==> src/rtl/phy_rx_if.sv <==
// Link-side bundle of the receive PHY: serial bit input plus four recovered lanes.
interface phy_rx_if;
    logic       data_in;
    logic       active;
    logic [7:0] out0;
    logic [7:0] out1;
    logic [7:0] out2;
    logic [7:0] out3;
    logic       valid_out0;
    logic       valid_out1;
    logic       valid_out2;
    logic       valid_out3;

    modport master (
        output data_in,
        input  active, out0, out1, out2, out3,
        input  valid_out0, valid_out1, valid_out2, valid_out3
    );

    modport slave (
        input  data_in,
        output active, out0, out1, out2, out3,
        output valid_out0, valid_out1, valid_out2, valid_out3
    );
endinterface

==> src/rtl/phy_rx.sv <==
// Receive PHY: comma-based byte alignment of a 1-bit stream at 32f and
// demultiplexing of the recovered bytes onto four lanes with per-lane valid.
module phy_rx #(
    parameter logic [7:0]  COMMA      = 8'hBC,
    parameter int unsigned LOCK_COUNT = 4
) (
    input  logic     clk_32f,
    input  logic     reset,
    phy_rx_if.slave  link
);

    localparam int unsigned BCW = $clog2(LOCK_COUNT + 1);

    typedef enum logic [1:0] {
        ST_SEARCH = 2'd0,
        ST_ALIGN  = 2'd1,
        ST_LOCKED = 2'd2
    } state_t;

    state_t          state_r;
    // Only the seven most recent bits are kept; the eighth is the live input bit.
    logic [6:0]      sr_r;
    logic [2:0]      bitcnt_r;
    logic [1:0]      lane_r;
    logic [BCW-1:0]  bccnt_r;
    logic [3:0][7:0] lbuf_r;
    logic [3:0]      vbuf_r;
    logic            upd_r;
    logic            active_r;
    logic [3:0][7:0] out_r;
    logic [3:0]      vout_r;

    logic [7:0]      byte_s;
    logic            boundary_s;
    logic            is_comma_s;
    logic [BCW-1:0]  bccnt_inc_s;

    function automatic logic is_comma(input logic [7:0] b);
        return (b == COMMA);
    endfunction

    // Byte formed by this edge's bit, and byte-boundary detection on counter wrap.
    always_comb begin
        byte_s      = {sr_r, link.data_in};
        boundary_s  = (bitcnt_r == 3'd7);
        is_comma_s  = is_comma(byte_s);
        bccnt_inc_s = bccnt_r + BCW'(1);
    end

    // Alignment state machine, counters, lane buffers and registered outputs.
    always_ff @(posedge clk_32f or posedge reset) begin
        if (reset) begin
            state_r  <= ST_SEARCH;
            sr_r     <= 7'h00;
            bitcnt_r <= 3'd0;
            lane_r   <= 2'd0;
            bccnt_r  <= '0;
            lbuf_r   <= 32'h0000_0000;
            vbuf_r   <= 4'h0;
            upd_r    <= 1'b0;
            active_r <= 1'b0;
            out_r    <= 32'h0000_0000;
            vout_r   <= 4'h0;
        end else begin
            sr_r     <= byte_s[6:0];
            bitcnt_r <= bitcnt_r + 3'd1;
            upd_r    <= 1'b0;
            active_r <= (state_r == ST_LOCKED);

            // The lane-3 byte was written on the previous edge, so all four buffers are current.
            if (upd_r) begin
                out_r  <= lbuf_r;
                vout_r <= vbuf_r;
            end

            case (state_r)
                ST_SEARCH: begin
                    if (is_comma_s) begin
                        state_r  <= ST_ALIGN;
                        bccnt_r  <= BCW'(1);
                        bitcnt_r <= 3'd0;
                    end
                end
                ST_ALIGN: begin
                    if (boundary_s) begin
                        if (is_comma_s) begin
                            bccnt_r <= bccnt_inc_s;
                            if (bccnt_inc_s == BCW'(LOCK_COUNT)) begin
                                state_r <= ST_LOCKED;
                                lane_r  <= 2'd0;
                            end
                        end else begin
                            bccnt_r <= '0;
                            state_r <= ST_SEARCH;
                        end
                    end
                end
                ST_LOCKED: begin
                    if (boundary_s) begin
                        lbuf_r[lane_r] <= byte_s;
                        vbuf_r[lane_r] <= ~is_comma_s;
                        lane_r         <= lane_r + 2'd1;
                        upd_r          <= (lane_r == 2'd3);
                    end
                end
                default: begin
                    state_r <= ST_SEARCH;
                end
            endcase
        end
    end

    assign link.active     = active_r;
    assign link.out0       = out_r[0];
    assign link.out1       = out_r[1];
    assign link.out2       = out_r[2];
    assign link.out3       = out_r[3];
    assign link.valid_out0 = vout_r[0];
    assign link.valid_out1 = vout_r[1];
    assign link.valid_out2 = vout_r[2];
    assign link.valid_out3 = vout_r[3];

endmodule

==> src/flat_wrapper.sv <==
// flat-port wrapper written by rule: the top's interface ports become plain ports
module phy_rx_flat 
#(
    parameter logic [7:0]  COMMA      = 8'hBC,
    parameter int unsigned LOCK_COUNT = 4
)
  (clk_32f, reset, link_data_in, link_active, link_out0, link_out1, link_out2, link_out3, link_valid_out0, link_valid_out1, link_valid_out2, link_valid_out3);
  phy_rx_if link_i ();
  input  logic clk_32f;
  input  logic reset;
  input wire logic [$bits(link_i.data_in)-1:0] link_data_in;
  output wire logic [$bits(link_i.active)-1:0] link_active;
  output wire logic [$bits(link_i.out0)-1:0] link_out0;
  output wire logic [$bits(link_i.out1)-1:0] link_out1;
  output wire logic [$bits(link_i.out2)-1:0] link_out2;
  output wire logic [$bits(link_i.out3)-1:0] link_out3;
  output wire logic [$bits(link_i.valid_out0)-1:0] link_valid_out0;
  output wire logic [$bits(link_i.valid_out1)-1:0] link_valid_out1;
  output wire logic [$bits(link_i.valid_out2)-1:0] link_valid_out2;
  output wire logic [$bits(link_i.valid_out3)-1:0] link_valid_out3;
  assign link_i.data_in = link_data_in;
  assign link_active = link_i.active;
  assign link_out0 = link_i.out0;
  assign link_out1 = link_i.out1;
  assign link_out2 = link_i.out2;
  assign link_out3 = link_i.out3;
  assign link_valid_out0 = link_i.valid_out0;
  assign link_valid_out1 = link_i.valid_out1;
  assign link_valid_out2 = link_i.valid_out2;
  assign link_valid_out3 = link_i.valid_out3;
  phy_rx #(.COMMA(COMMA), .LOCK_COUNT(LOCK_COUNT)) u_core (.clk_32f(clk_32f), .reset(reset), .link(link_i));
endmodule
==> config.mk <==
export PLATFORM = sky130hd
export DESIGN_NAME = phy_rx_flat
export DESIGN_NICKNAME = d
export VERILOG_FILES = /design/src/rtl/phy_rx_if.sv /design/src/rtl/phy_rx.sv /design/src/flat_wrapper.sv
export SDC_FILE = /design/constraint.sdc
export NUM_CORES = 1
export LEC_CHECK = 0
export ABC_CLOCK_PERIOD_IN_PS = 2600
export BUFFER_PORTS_ARGS = -buffer_cell sky130_fd_sc_hd__buf_2
export CAP_MARGIN = 0
export CELL_PAD_IN_SITES_DETAIL_PLACEMENT = 1
export CELL_PAD_IN_SITES_GLOBAL_PLACEMENT = 1
export CORE_UTILIZATION = 45
export CTS_BUF_LIST = sky130_fd_sc_hd__clkbuf_8
export CTS_CLUSTER_DIAMETER = 150
export CTS_CLUSTER_SIZE = 14
export DETAILED_ROUTE_END_ITERATION = 8
export PLACE_DENSITY_LB_ADDON = 0.1
export SLEW_MARGIN = 15
export SYNTH_ARGS = -nofsm -noshare
export SYNTH_HDL_FRONTEND = slang
export SYNTH_SLANG_ARGS = --single-unit
export TNS_END_PERCENT = 50
==> constraint.sdc <==
create_clock -name clk_32f -period 2.6 [get_ports clk_32f]
set_input_delay 0.13 -clock clk_32f [delete_from_list [all_inputs] [get_ports clk_32f]]
set_output_delay 0.13 -clock clk_32f [all_outputs]
set_load 0.005 [all_outputs]
# ---- After elaboration in Yosys (flattened, before gate mapping)
# Cells that the tools add are included.
dict set report totals {
  reg_bits 91
  in_bits 3
}
dict set report op_classes {
  addsub 3
  magnitude_cmp 2
  eq_ne 12
  mux 24
  n_bitwise 2
  n_reduce_logical 8
}
# op count
set op_table {}
lappend op_table {{bitwise mux 32 bit} 1}
lappend op_table {{demux 8 bit (select 2 bit)} 1}
lappend op_table {{two-way mux 2 bit} 8}
lappend op_table {{two-way mux 3 bit} 5}
lappend op_table {{inequality test 2 x 1 -> 1 bit, second input constant} 5}
lappend op_table {{== test 8 bit, second input constant} 1}
lappend op_table {{two-way mux 8 bit} 1}
lappend op_table {{adder 3 x 1 -> 3 bit, second input constant} 2}
lappend op_table {{== test 3 bit, second input constant} 2}
lappend op_table {{case mux 2 bit (3 select lines)} 1}
lappend op_table {{case mux 3 bit (2 select lines)} 1}
lappend op_table {{AND reduction 5 bit} 1}
lappend op_table {{bitwise mux 4 bit} 1}
lappend op_table {{== test 2 bit, second input constant} 2}
lappend op_table {{case mux 2 bit (2 select lines)} 1}
lappend op_table {{AND reduction 4 bit} 1}
lappend op_table {{nonzero test 2 bit} 2}
lappend op_table {{< comparator 2 x 3 -> 1 bit, second input constant} 1}
lappend op_table {{two-way mux 1 bit} 3}
lappend op_table {{inequality test 3 bit, second input constant} 1}
lappend op_table {{AND reduction 3 bit} 1}
lappend op_table {{adder 2 x 1 -> 2 bit, second input constant} 1}
lappend op_table {{demux 1 bit (select 2 bit)} 1}
lappend op_table {{== test 2 x 1 -> 1 bit, second input constant} 1}
lappend op_table {{other kinds (5)} 6}

# ---- Logic depth before layout (Yosys ltp)
# Gate-level depths: netlist of run 1.
dict set report depth {
  word_depth 6
  ltp_mapped 6
}

# ---- Worst setup path before layout of run 1
# Ideal clock, no wire load.
dict set report synth_path {
  kind {register -> register}
  startpoint {register u_core.bitcnt_r[0]}
  endpoint {register u_core.lbuf_r[10] (netlist bit)}
  setup_ns 0.125
  arrival_ns 1.563
  required_time_ns 2.475
  path_slack_ns 0.912
  path_stages_with_launch 6
  cell_sequence {dfrtp_1 ha_1 ha_1 buf_2 nand4b_1 mux2_2}
}
dict set report synth_via {
  elab_chain_len 2
}
# item line
set synth_lines {}
lappend synth_lines {{start, declared} phy_rx.sv:23} ;# logic [2:0] bitcnt_r;
lappend synth_lines {{start signal, assigned} phy_rx.sv:66} ;# bitcnt_r <= bitcnt_r + 3'd1;
lappend synth_lines {{== test 3 bit} phy_rx.sv:45} ;# boundary_s = (bitcnt_r == 3'd7);
lappend synth_lines {{AND reduction 2 bit (no line)} -}
lappend synth_lines {{end signal, assigned by index} phy_rx.sv:100} ;# lbuf_r[lane_r] <= byte_s;
lappend synth_lines {{end, declared} phy_rx.sv:26} ;# logic [3:0][7:0] lbuf_r;
# No other way between the ends.
# A chain may end at the register's enable or synchronous reset.

# ---- Final worst setup path of run 1
dict set report layout_path {
  startpoint {register u_core.bitcnt_r[0]}
  endpoint {register u_core.lbuf_r[25] (netlist bit)}
}
# Same word-level chain as after synthesis.

==> impl_metrics.py, run 1 <==
metrics = {
    "pwr": {
        "p_sw_share_pct": 22.1,
        "pwr-share-clk_pct": 39.6,
        "p_int_mw": 2.18,
        "peakVddDrop_mv": 0.322,
        "net-switching-power_uw": 619,
        "pwr-share-seq_pct": 54.2,
        "p_comb_share_pct": 6.2,
        "powerDensity_mw_per_mm2": 673,
        "p_leak_nw": 2.18,
    },
    "critical_path": {
        "cp.buffers_inverters": 0,
        "critPathMostFrequentCell": "ha_1",
        "r2r_start": "u_core.bitcnt_r[0]",
        "r2r_cells": 4,
        "path_cells": "ha_1 > ha_1 > nand4b_1 > mux2_2",
        "startpoint_type": "register",
        "cp_slowest_cell": "nand4b_1",
        "crit_arrival_ns": 2.24,
        "reg2reg_to": "u_core.lbuf_r[25]",
        "reg2reg_slack_ns": 0.60,
        "path_class": "reg2reg",
        "critPathMaxFanout": 11,
        "crit_family": "adder cells",
        "cp-end-kind": "register",
        "critPathMaxStageDelay_ns": 0.52,
        "required_ns": 2.84,
    },
    "route": {
        "drt_iter0_markers": 41,
        "drc_errors": 0,
        "ant_nets": 0,
        "firstDrtPassIters": 4,
        "wl_per_cell_um": 17.1,
        "vias_per_cell": 5.09,
        "drt-total-wl_mm": 6.67,
        "via_count": 1990,
    },
    "synthesis": {
        "syn_area_mm2": 0.00356,
        "seq_area_frac_synth_pct": 64.0,
        "synth_fp_nets": 246,
        "yosysWarningCount": 0,
        "syn_area_per_cell_um2": 15.1,
        "synthArstFlopShare_pct": 100,
        "ys.flop_type": "dfrtp_1",
        "synth_cells": 235,
        "synth-seq-cells": 91,
        "synth_edf_count": 0,
        "yosysUniqueCellTypes": 34,
    },
    "sta": {
        "hold_viol": 0,
        "maxSlewViolCount": 0,
        "fin_crit_ns": 2.00,
        "setup-violations-final": 0,
        "relSlewSlack_pct": 62.2,
        "period_share_pct": 76.9,
        "finalClockSkew_ns": 0.00937,
        "worstMarginPinSlew_ns": 0.564,
        "fmax_mhz": 500,
        "rsz0062_at_grt": "no",
        "fin_tns_setup_ns": 0,
    },
    "clocking": {
        "cts_buffer_depth": 2,
        "cts_tree": "yes",
        "cts-root-buf": "clkbuf_8",
        "clock_latency_ns": 0.36,
        "clk_pin_slew_ns": 0.09,
        "cts.sinks": 91,
        "htreeDepth": 3,
        "numCtsBuffers": 9,
        "postCtsResizedCells": 0,
    },
    "run_status": {
        "outcome": "completed",
    },
    "global_routing": {
        "overflow": 0,
        "antenna_found_initial": 0,
        "grt_pass1_vias": 2172,
        "grt_pass1_wl_mm": 11.1,
        "grt_max_degree": 51,
        "grt_usage_pct": 18.0,
    },
    "cells_and_area": {
        "most-common-layout-cells": "dfrtp_1 (91), mux2_2 (68), buf_2 (39)",
        "fillers": 773,
        "num_antenna_cells": 0,
        "area_growth_pct": 16.8,
        "drive_above_1_share_pct": 45.7,
        "utilization_pct": 54.1,
        "nets": 295,
        "layout_commonest_cell": "dfrtp_1",
        "stdcell_count": 391,
    },
    "floorplanning": {
        "die_area_mm2": 0.00827,
        "core_area_mm2": 0.00769,
        "die_y_um": 90.9,
        "num_rows": 32,
        "io_pins": 40,
        "die_w_um": 90.9,
        "start_util_pct": 46.3,
    },
    "place": {
        "place_hpwl_mm": 4.37,
        "port_buffers": 39,
        "dp.cells": 373,
        "gp_congestion": 0.707,
    },
    "run": {
        "cap_violations": 0,
    },
    "hold_path": {
        "hp-class": "in2async",
    },
}
[cells by family after synthesis]
| family | Yosys count | synth area share (%) |
|---|---|---|
| buf+inv | 18 | 2.22 |
| fa+ha+maj | 8 | 2.81 |
| flops | 91 | 64.0 |
| compound gates | 21 | 3.97 |
| simple gates | 27 | 4.96 |
| mux | 69 | 21.8 |
| xor+xnor | 1 | 0.246 |
[sequential cells by signal, indices dropped and copies added (netlist names), 3 cells and up]
name / flops
u_core.bccnt_r: 3
u_core.sr_r: 7
u_core.link.out0: 8
u_core.vbuf_r: 4
u_core.vout_r: 4
u_core.link.out3: 8
u_core.lbuf_r: 32
u_core.bitcnt_r: 3
u_core.link.out1: 8
u_core.link.out2: 8
[routing by layer]
layer	global-route usage [%]	vias up	share of wire, %
li1	-	925	-
met1	22.9	1028	45
met2	29.2	28	50
met3	2.86	9	2.4
met4	10.3	0	2.3
met5	0	-	0
[power groups by stage]
stage / Sequential (mW) / Clock [mW] / Combinational (mW)
after floorplan: 1.52 / 0 / 0.136
after global placement: 1.54 / 0 / 0.161
after detailed placement: 1.54 / 0 / 0.176
after CTS: 1.52 / 1.15 / 0.182
after global routing: 1.52 / 1.18 / 0.203
final: 1.51 / 1.11 / 0.173
[worst min-delay path, stage by stage]
cell and delay [ns]:
dlygate4sd3_1 0.53, buf_2 0.12, clkinv_2 0.21
[worst max-delay path by stage]
stage	startpoint	end	slack, ns	cells past startpoint
6_report	u_core.bitcnt_r[0]	u_core.lbuf_r[25]	0.60	4
3_5_place_dp	u_core.bitcnt_r[0]	u_core.lbuf_r[25]	0.63	4
3_3_place_gp	u_core.bitcnt_r[0]	u_core.lbuf_r[24]	0.69	4
2_1_floorplan	reset	u_core.bccnt_r[0]	0.11	1
4_1_cts	u_core.bitcnt_r[0]	u_core.lbuf_r[25]	0.57	4
5_1_grt	u_core.bitcnt_r[0]	u_core.lbuf_r[25]	0.48	4
[synthesized netlist by cell type (2+ instances only)]
library cell	instances	share of area (%)
o311ai_1	2	0.49
clkbuf_1	4	0.42
buf_2	3	0.42
o21ai_1	2	0.28
o211ai_1	3	0.63
o21ai_0	7	0.98
nand4b_1	4	0.98
mux2_2	68	22
dfrtp_1	91	64
nand3_1	3	0.42
buf_1	3	0.32
inv_1	7	0.74
a21boi_0	2	0.42
nor2b_1	5	0.88
nand2_1	5	0.53
ha_1	8	2.8
[metrics by stage]
| stage | power [mW] | worst slack [ns] | hold WS, ns | area [um^2] |
|---|---|---|---|---|
| 6_report | 2.80 | 0.600 | 0.248 | 4160 |
| 5_1_grt | 2.91 | 0.475 | 0.260 | 4160 |
| 4_1_cts | 2.85 | 0.570 | 0.241 | 4160 |
| 3_5_place_dp | 1.72 | 0.631 | 0.0863 | 3900 |
| 3_3_place_gp | 1.70 | 0.695 | 0.0812 | 3900 |
| 2_1_floorplan | 1.66 | 0.106 | 0.161 | 3560 |
[final cells by class]
class,count,area (um^2),share of cell area (%)
Timing Repair Buffer,49,288,6.92
Clock inverter,7,110,2.65
Multi-Input combinational cell,126,1200,28.9
Tap cell,102,128,3.07
Inverter,7,27.5,0.662
Clock buffer,9,124,2.98
Sequential cell,91,2280,54.8
[what timing repair did]
item                                    4_1_cts  5_1_grt
endpoints found under the setup margin        0        0
hold endpoints to repair                     15        0
hold buffers                                  2        0
buffers inserted                              0        0
Note: power is estimated with default switching activity, not from simulation.
==> run 2: changes to the inputs <==
--- a/config.mk
+++ b/config.mk
@@ -5,7 +5,7 @@
 export SDC_FILE = /design/constraint.sdc
 export NUM_CORES = 1
 export LEC_CHECK = 0
-export ABC_CLOCK_PERIOD_IN_PS = 2600
+export ABC_CLOCK_PERIOD_IN_PS = 1800
 export BUFFER_PORTS_ARGS = -buffer_cell sky130_fd_sc_hd__buf_2
 export CAP_MARGIN = 0
 export CELL_PAD_IN_SITES_DETAIL_PLACEMENT = 1
==> constraint.sdc (replaced) <==
create_clock -name clk_32f -period 1.8 [get_ports clk_32f]
set_input_delay 0.09 -clock clk_32f [delete_from_list [all_inputs] [get_ports clk_32f]]
set_output_delay 0.09 -clock clk_32f [all_outputs]
set_load 0.005 [all_outputs]
==> run 2 against run 1 <==
Core utilization grew 0.49 points. Sequential cell count unchanged. Register-to-register slack worse by 0.44 ns. Clock skew is essentially flat. Critical path depth down 1. Count of clock-buffer cells in the layout up 2. Setup slack worse by 0.44 ns. Combinational power rose by 55%. Sequential share of layout area decreased by 0.49 points. Cell area grew 0.90%. Power up 38%. Largest cell class unchanged. Largest power group unchanged. Highest routed layer unchanged.
==> impl_metrics.py, run 2 (synthesized netlist as in run 1, its figures left out) <==
metrics = {
    "critical_path": {
        "critPathMaxFanout": 8,
        "cp-end-kind": "register",
        "crit_arrival_ns": 1.87,
        "reg2reg_slack_ns": 0.16,
        "path_class": "reg2reg",
        "required_ns": 2.02,
        "startpoint_type": "register",
    },
    "global_routing": {
        "use_met2_pct": 29.1,
        "antenna_found_initial": 0,
        "grt_pass1_wl_mm": 11.7,
        "use_met1_pct": 25.7,
        "grt_usage_pct": 18.8,
        "grt_max_degree": 34,
        "grtUsageMet3_pct": 3.79,
        "overflow": 0,
        "grt_busiest_layer": "met2",
        "grt_pass1_vias": 2212,
    },
    "hold_path": {
        "hp-class": "in2async",
    },
    "sta": {
        "period_share_pct": 91.2,
        "fmax_mhz": 609,
        "fin_crit_ns": 1.64,
        "worstMarginPinSlew_ns": 0.668,
        "fin_tns_setup_ns": 0,
        "relSlewSlack_pct": 55.3,
        "finalClockSkew_ns": 0.00954,
        "rsz0062_at_grt": "no",
        "maxSlewViolCount": 0,
        "hold_viol": 0,
        "setup-violations-final": 0,
    },
    "pwr": {
        "pwr-share-clk_pct": 36.3,
        "powerDensity_mw_per_mm2": 919,
        "p_sw_share_pct": 23.3,
        "p_leak_nw": 2.20,
        "p_total_mw": 3.85,
        "p_comb_share_pct": 7.0,
        "pwr-share-seq_pct": 56.7,
        "p_int_mw": 2.95,
        "net-switching-power_uw": 899,
        "peakVddDrop_mv": 0.455,
    },
    "clocking": {
        "clock_latency_ns": 0.36,
        "cts_tree": "yes",
        "cts-root-buf": "clkbuf_8",
        "htreeDepth": 3,
        "cts_buffer_depth": 2,
        "numCtsBuffers": 9,
        "postCtsSetupBuffers": 0,
        "cts.sinks": 91,
        "clk_pin_slew_ns": 0.09,
    },
    "place": {
        "gp_congestion": 0.751,
        "port_buffers": 39,
        "place_hpwl_mm": 4.58,
    },
    "cells_and_area": {
        "most-common-layout-cells": "dfrtp_1 (91), mux2_2 (68), buf_2 (39)",
        "area_growth_pct": 17.9,
        "largest_reg_flops": 32,
        "regMostFlops": "u_core.lbuf_r",
        "num_antenna_cells": 0,
        "drive_above_1_share_pct": 47.6,
        "nets": 302,
        "layout_commonest_cell": "dfrtp_1",
    },
    "route": {
        "vias_per_cell": 5.14,
        "drt-total-wl_mm": 6.69,
        "wl_per_cell_um": 16.8,
        "ant_nets": 0,
        "drt_iter0_markers": 48,
        "drc_errors": 0,
        "via_count": 2044,
        "firstDrtPassIters": 4,
    },
    "floorplanning": {
        "core_area_mm2": 0.00769,
        "io_pins": 40,
        "die_area_mm2": 0.00827,
        "num_rows": 32,
        "die_y_um": 90.9,
        "die_w_um": 90.9,
        "start_util_pct": 46.3,
    },
    "run_status": {
        "outcome": "completed",
    },
    "run": {
        "cap_violations": 0,
    },
}
## run 2: worst paths after layout
path | start | end | depth (start not counted)
setup / recovery | u_core.sr_r[5] | u_core.lane_r[1] | 3
hold / removal | reset | u_core.link.out2[7] | 3
setup reg to reg | u_core.sr_r[5] | u_core.lane_r[1] | 3
hold reg to reg | u_core.bitcnt_r[0] | u_core.bitcnt_r[0] | 1
max in group asynchronous | reset | u_core.link.out3[5] | 4
min in group clk_32f | u_core.bitcnt_r[0] | u_core.bitcnt_r[0] | 1
## run 2: stage by stage
stage	hold WS, ns	util, %	setup slack [ns]	area (um^2)	std cells
6_report	0.368	54.6	0.159	4190	398
2_1_floorplan	0.121	-	0.112	3560	235
5_1_grt	0.430	54.6	0.0697	4190	398
3_5_place_dp	0.231	51.6	0.173	3970	380
4_1_cts	0.392	54.6	0.156	4190	398
3_3_place_gp	0.221	51.6	0.218	3970	380
## run 2: per-layer routing
metal / part of all wire, % / vias to the layer above / wire [um]
li1: - / 945 / -
met1: 47 / 1056 / 3170
met2: 48 / 29 / 3210
met3: 2.7 / 14 / 182
met4: 1.9 / 0 / 129
met5: 0 / - / 0
## run 2: area by class of cell
| type | instances | area [um^2] |
|---|---|---|
| flip-flops and latches | 91 | 2280 |
| inverters | 7 | 30.0 |
| well taps | 102 | 128 |
| clock buffers | 11 | 151 |
| fillers | 776 | 3490 |
| repair buffers | 56 | 353 |
| clock inverters | 5 | 52.6 |
| multi-input cells | 126 | 1200 |
## run 2: what timing repair did
| item | in CTS | in global routing |
|---|---|---|
| endpoints found under the hold margin | 28 | 0 |
| hold buffers | 2 | 0 |
| gates resized for setup | 0 | 0 |
## run 2: power groups by stage
| stage | registers [mW] | logic, mW | clock network [mW] |
|---|---|---|---|
| floorplan | 2.20 | 0.197 | 0 |
| global placement | 2.22 | 0.259 | 0 |
| detailed placement | 2.22 | 0.267 | 0 |
| CTS | 2.18 | 0.278 | 1.44 |
| global route | 2.20 | 0.320 | 1.53 |
| finish | 2.18 | 0.269 | 1.40 |
## run 2: worst max-delay path, cell delays in order, from the launching register on
cell	delay, ns
dfrtp_1	0.44
or4b_4	0.63
nor4b_1	0.32
o311ai_1	0.12
==> run 3: changes to the inputs <==
--- a/config.mk
+++ b/config.mk
@@ -5,12 +5,13 @@
 export SDC_FILE = /design/constraint.sdc
 export NUM_CORES = 1
 export LEC_CHECK = 0
+export ABC_AREA = 1
 export ABC_CLOCK_PERIOD_IN_PS = 1800
 export BUFFER_PORTS_ARGS = -buffer_cell sky130_fd_sc_hd__buf_2
 export CAP_MARGIN = 0
 export CELL_PAD_IN_SITES_DETAIL_PLACEMENT = 1
 export CELL_PAD_IN_SITES_GLOBAL_PLACEMENT = 1
-export CORE_UTILIZATION = 45
+export CORE_UTILIZATION = 44
 export CTS_BUF_LIST = sky130_fd_sc_hd__clkbuf_8
 export CTS_CLUSTER_DIAMETER = 150
 export CTS_CLUSTER_SIZE = 14
==> run 3 against run 2 <==
Clock skew hardly changed. Global-route usage barely moved. Count of clock-buffer cells in the layout fell by 2. Fmax up 2.3%. Cell count rose by 17%. Setup slack gained 0.036 ns. Core utilization shrank 1.2 points. Critical path depth is 3 higher. Synthesized area grew 1.8%.
==> impl_metrics.py, run 3 <==
metrics = {
    "sta": {
        "finalClockSkew_ns": 0.00944,
        "period_share_pct": 89.2,
        "hold_viol": 0,
        "worstMarginPinSlew_ns": 0.462,
        "fin_tns_setup_ns": 0,
        "fmax_mhz": 623,
        "rsz0062_at_grt": "no",
        "relSlewSlack_pct": 69.1,
        "fin_crit_ns": 1.61,
        "setup-violations-final": 0,
        "maxSlewViolCount": 0,
        "setup_slack_ns": 0.195,
    },
    "place": {
        "post_dp_cell_area_mm2": 0.00395,
        "port_buffers": 39,
        "dp_slack_ns": 0.243,
        "gp_congestion": 0.720,
        "place_hpwl_mm": 4.95,
    },
    "route": {
        "drc_errors": 0,
        "firstDrtPassIters": 4,
        "via_count": 2251,
        "drt_iter0_markers": 90,
        "ant_nets": 0,
        "drt-total-wl_mm": 7.03,
        "vias_per_cell": 4.85,
        "wl_per_cell_um": 15.2,
    },
    "critical_path": {
        "startpoint_type": "register",
        "reg2reg_slack_ns": 0.19,
        "endpoint": "u_core.vbuf_r[3]",
        "path_cells": "ha_1 > ha_1 > nand2_1 > nor2_4 > nor2_1 > a31oi_1",
        "r2r_cells": 6,
        "cp-end-kind": "register",
        "r2r_start": "u_core.bitcnt_r[0]",
        "setup.worst_path.start": "u_core.bitcnt_r[0]",
        "cp.buffers_inverters": 0,
        "cp.depth": 6,
        "critPathMaxFanout": 19,
        "crit_arrival_ns": 1.86,
        "path_class": "reg2reg",
        "cp_slowest_cell": "dfrtp_1",
        "required_ns": 2.05,
        "crit_family": "simple AND/OR/NAND/NOR gates",
        "critPathMostFrequentCell": "ha_1",
        "critPathMaxStageDelay_ns": 0.35,
        "reg2reg_to": "u_core.vbuf_r[3]",
    },
    "synthesis": {
        "synthArstFlopShare_pct": 100,
        "synth_fp_nets": 320,
        "synth_top_area_share_pct": 62.9,
        "synth_cells": 309,
        "seq_area_frac_synth_pct": 62.9,
        "synth_compound_area_share_pct": 9.53,
        "yosysWarningCount": 0,
        "yosysUniqueCellTypes": 23,
        "syn_area_mm2": 0.00362,
        "synth-seq-cells": 91,
        "synth_edf_count": 0,
        "ys.flop_type": "dfrtp_1",
        "synth_common_cells": "dfrtp_1 (91), nand2_1 (58), inv_1 (29)",
        "synth_area_leader_cell": "dfrtp_1",
        "yosys.area_share.simple_pct": 11.6,
        "synth_top_family_by_area": "simple AND/OR/NAND/NOR gates",
        "synthTopCellsByArea": "dfrtp_1 (63%), mux2_2 (8.1%), nand2_1 (6.0%)",
        "synth_fa_ha_area_share_pct": 2.76,
        "synthMuxAreaShare_pct": 8.08,
        "synth_xor_area_share_pct": 0,
        "post-synth-top-count-cell": "dfrtp_1",
        "syn_area_per_cell_um2": 11.7,
    },
    "clocking": {
        "clk_pin_slew_ns": 0.09,
        "cts_buffer_depth": 2,
        "cts.sinks": 91,
        "cts_tree": "yes",
        "numCtsBuffers": 9,
        "cts-root-buf": "clkbuf_8",
        "postCtsSetupBuffers": 0,
        "htreeDepth": 3,
        "clock_latency_ns": 0.35,
        "postCtsHoldBufs": 2,
        "postCtsResizedCells": 0,
    },
    "cells_and_area": {
        "regMostFlops": "u_core.lbuf_r",
        "most-common-layout-cells": "dfrtp_1 (91), nand2_1 (58), buf_2 (39)",
        "fillers": 869,
        "num_antenna_cells": 0,
        "drive_above_1_share_pct": 34.0,
        "multi_input_area_mm2": 0.00116,
        "finalInstanceArea_mm2": 0.00418,
        "nets": 368,
        "largest_reg_flops": 32,
        "seq_area_mm2": 0.00228,
        "layout_commonest_cell": "dfrtp_1",
        "area_growth_pct": 15.5,
    },
    "floorplanning": {
        "die_area_mm2": 0.00860,
        "die_y_um": 92.7,
        "io_pins": 40,
        "start_util_pct": 46.2,
        "num_rows": 32,
        "die_w_um": 92.7,
        "core_area_mm2": 0.00785,
    },
    "global_routing": {
        "grtUsageMet3_pct": 4.52,
        "grt_pass1_wl_mm": 12.2,
        "grt_max_degree": 39,
        "grt_busiest_layer": "met2",
        "antenna_found_initial": 0,
        "grt_usage_pct": 18.8,
        "overflow": 0,
        "grt_pass1_vias": 2395,
        "use_met2_pct": 31.2,
        "use_met1_pct": 24.1,
    },
    "pwr": {
        "peakVddDrop_mv": 0.416,
        "p_comb_share_pct": 5.3,
        "p_leak_nw": 2.04,
        "net-switching-power_uw": 872,
        "p_int_mw": 2.99,
        "pwr-share-clk_pct": 38.6,
        "p_sw_share_pct": 22.6,
        "powerDensity_mw_per_mm2": 923,
        "pwr-share-seq_pct": 56.1,
    },
    "hold_path": {
        "hp-class": "in2async",
    },
    "run_status": {
        "outcome": "completed",
    },
    "run": {
        "cap_violations": 0,
    },
}
-- run 3: changes by cell type after synthesis, sizes merged, moves of 2 or more --
| cell | previous run | this run |
|---|---|---|
| nor2b | 5 | 0 |
| nand2 | 5 | 61 |
| o21ai | 9 | 35 |
| inv | 7 | 32 |
| mux2 | 68 | 26 |
| o211ai | 3 | 0 |
| nand3 | 3 | 9 |
| nor2 | 2 | 23 |
| a21boi | 2 | 0 |
| clkbuf | 4 | 0 |
| a21oi | 1 | 14 |
| nand4b | 4 | 0 |
| buf | 7 | 9 |
| o311ai | 2 | 0 |
-- run 3: area by class of cell --
class                           instances  area share [%]
Tap cell                              102            3.05
Multi-Input combinational cell        177            27.7
Clock inverter                          7            2.18
Clock buffer                            9            2.96
Sequential cell                        91            54.4
Inverter                               32            3.02
Timing Repair Buffer                   46            6.64
-- run 3: worst min path at each step --
| stage | end |
|---|---|
| after floorplan | u_core.sr_r[0] |
| after global placement | u_core.link.out2[3] |
| after detailed placement | u_core.link.out2[3] |
| after CTS | u_core.link.out2[3] |
| after global routing | u_core.link.out2[3] |
| final | u_core.link.out2[3] |
-- run 3: cells by family (layout without fill, tap and decap cells) --
group	Yosys count	count (layout)
flops	91	91
fa+ha+maj	8	8
simple gates	93	93
mux	26	26
buf+inv	41	94
compound gates	50	50
-- run 3: routing by layer --
layer  wire (um)  vias up
met3         205        8
li1            -     1101
met5           0        -
met1        3200     1111
met4         106        0
met2        3520       31
-- run 3: power by group through the flow --
stage               clock [mW]  combinational [mW]  sequential (mW)
CTS                       1.54               0.213             2.17
global route              1.64               0.235             2.18
global placement             0               0.201             2.21
finish                    1.49               0.204             2.17
floorplan                    0               0.118             2.20
detailed placement           0               0.208             2.21
-- run 3: tightest hold or removal path, delay by kind of cell --
kind / cells / cell delay [ns]
buf+inv: 3 / 0.98
-- run 3: through the flow --
stage / utilization [%] / cells / power, mW / hold slack [ns]
3_5_place_dp: 50.3 / 446 / 2.42 / 0.134
6_report: 53.3 / 464 / 3.86 / 0.293
3_3_place_gp: 50.3 / 446 / 2.41 / 0.129
4_1_cts: 53.3 / 464 / 3.93 / 0.291
2_1_floorplan: - / 309 / 2.32 / 0.121
5_1_grt: 53.3 / 464 / 4.06 / 0.343
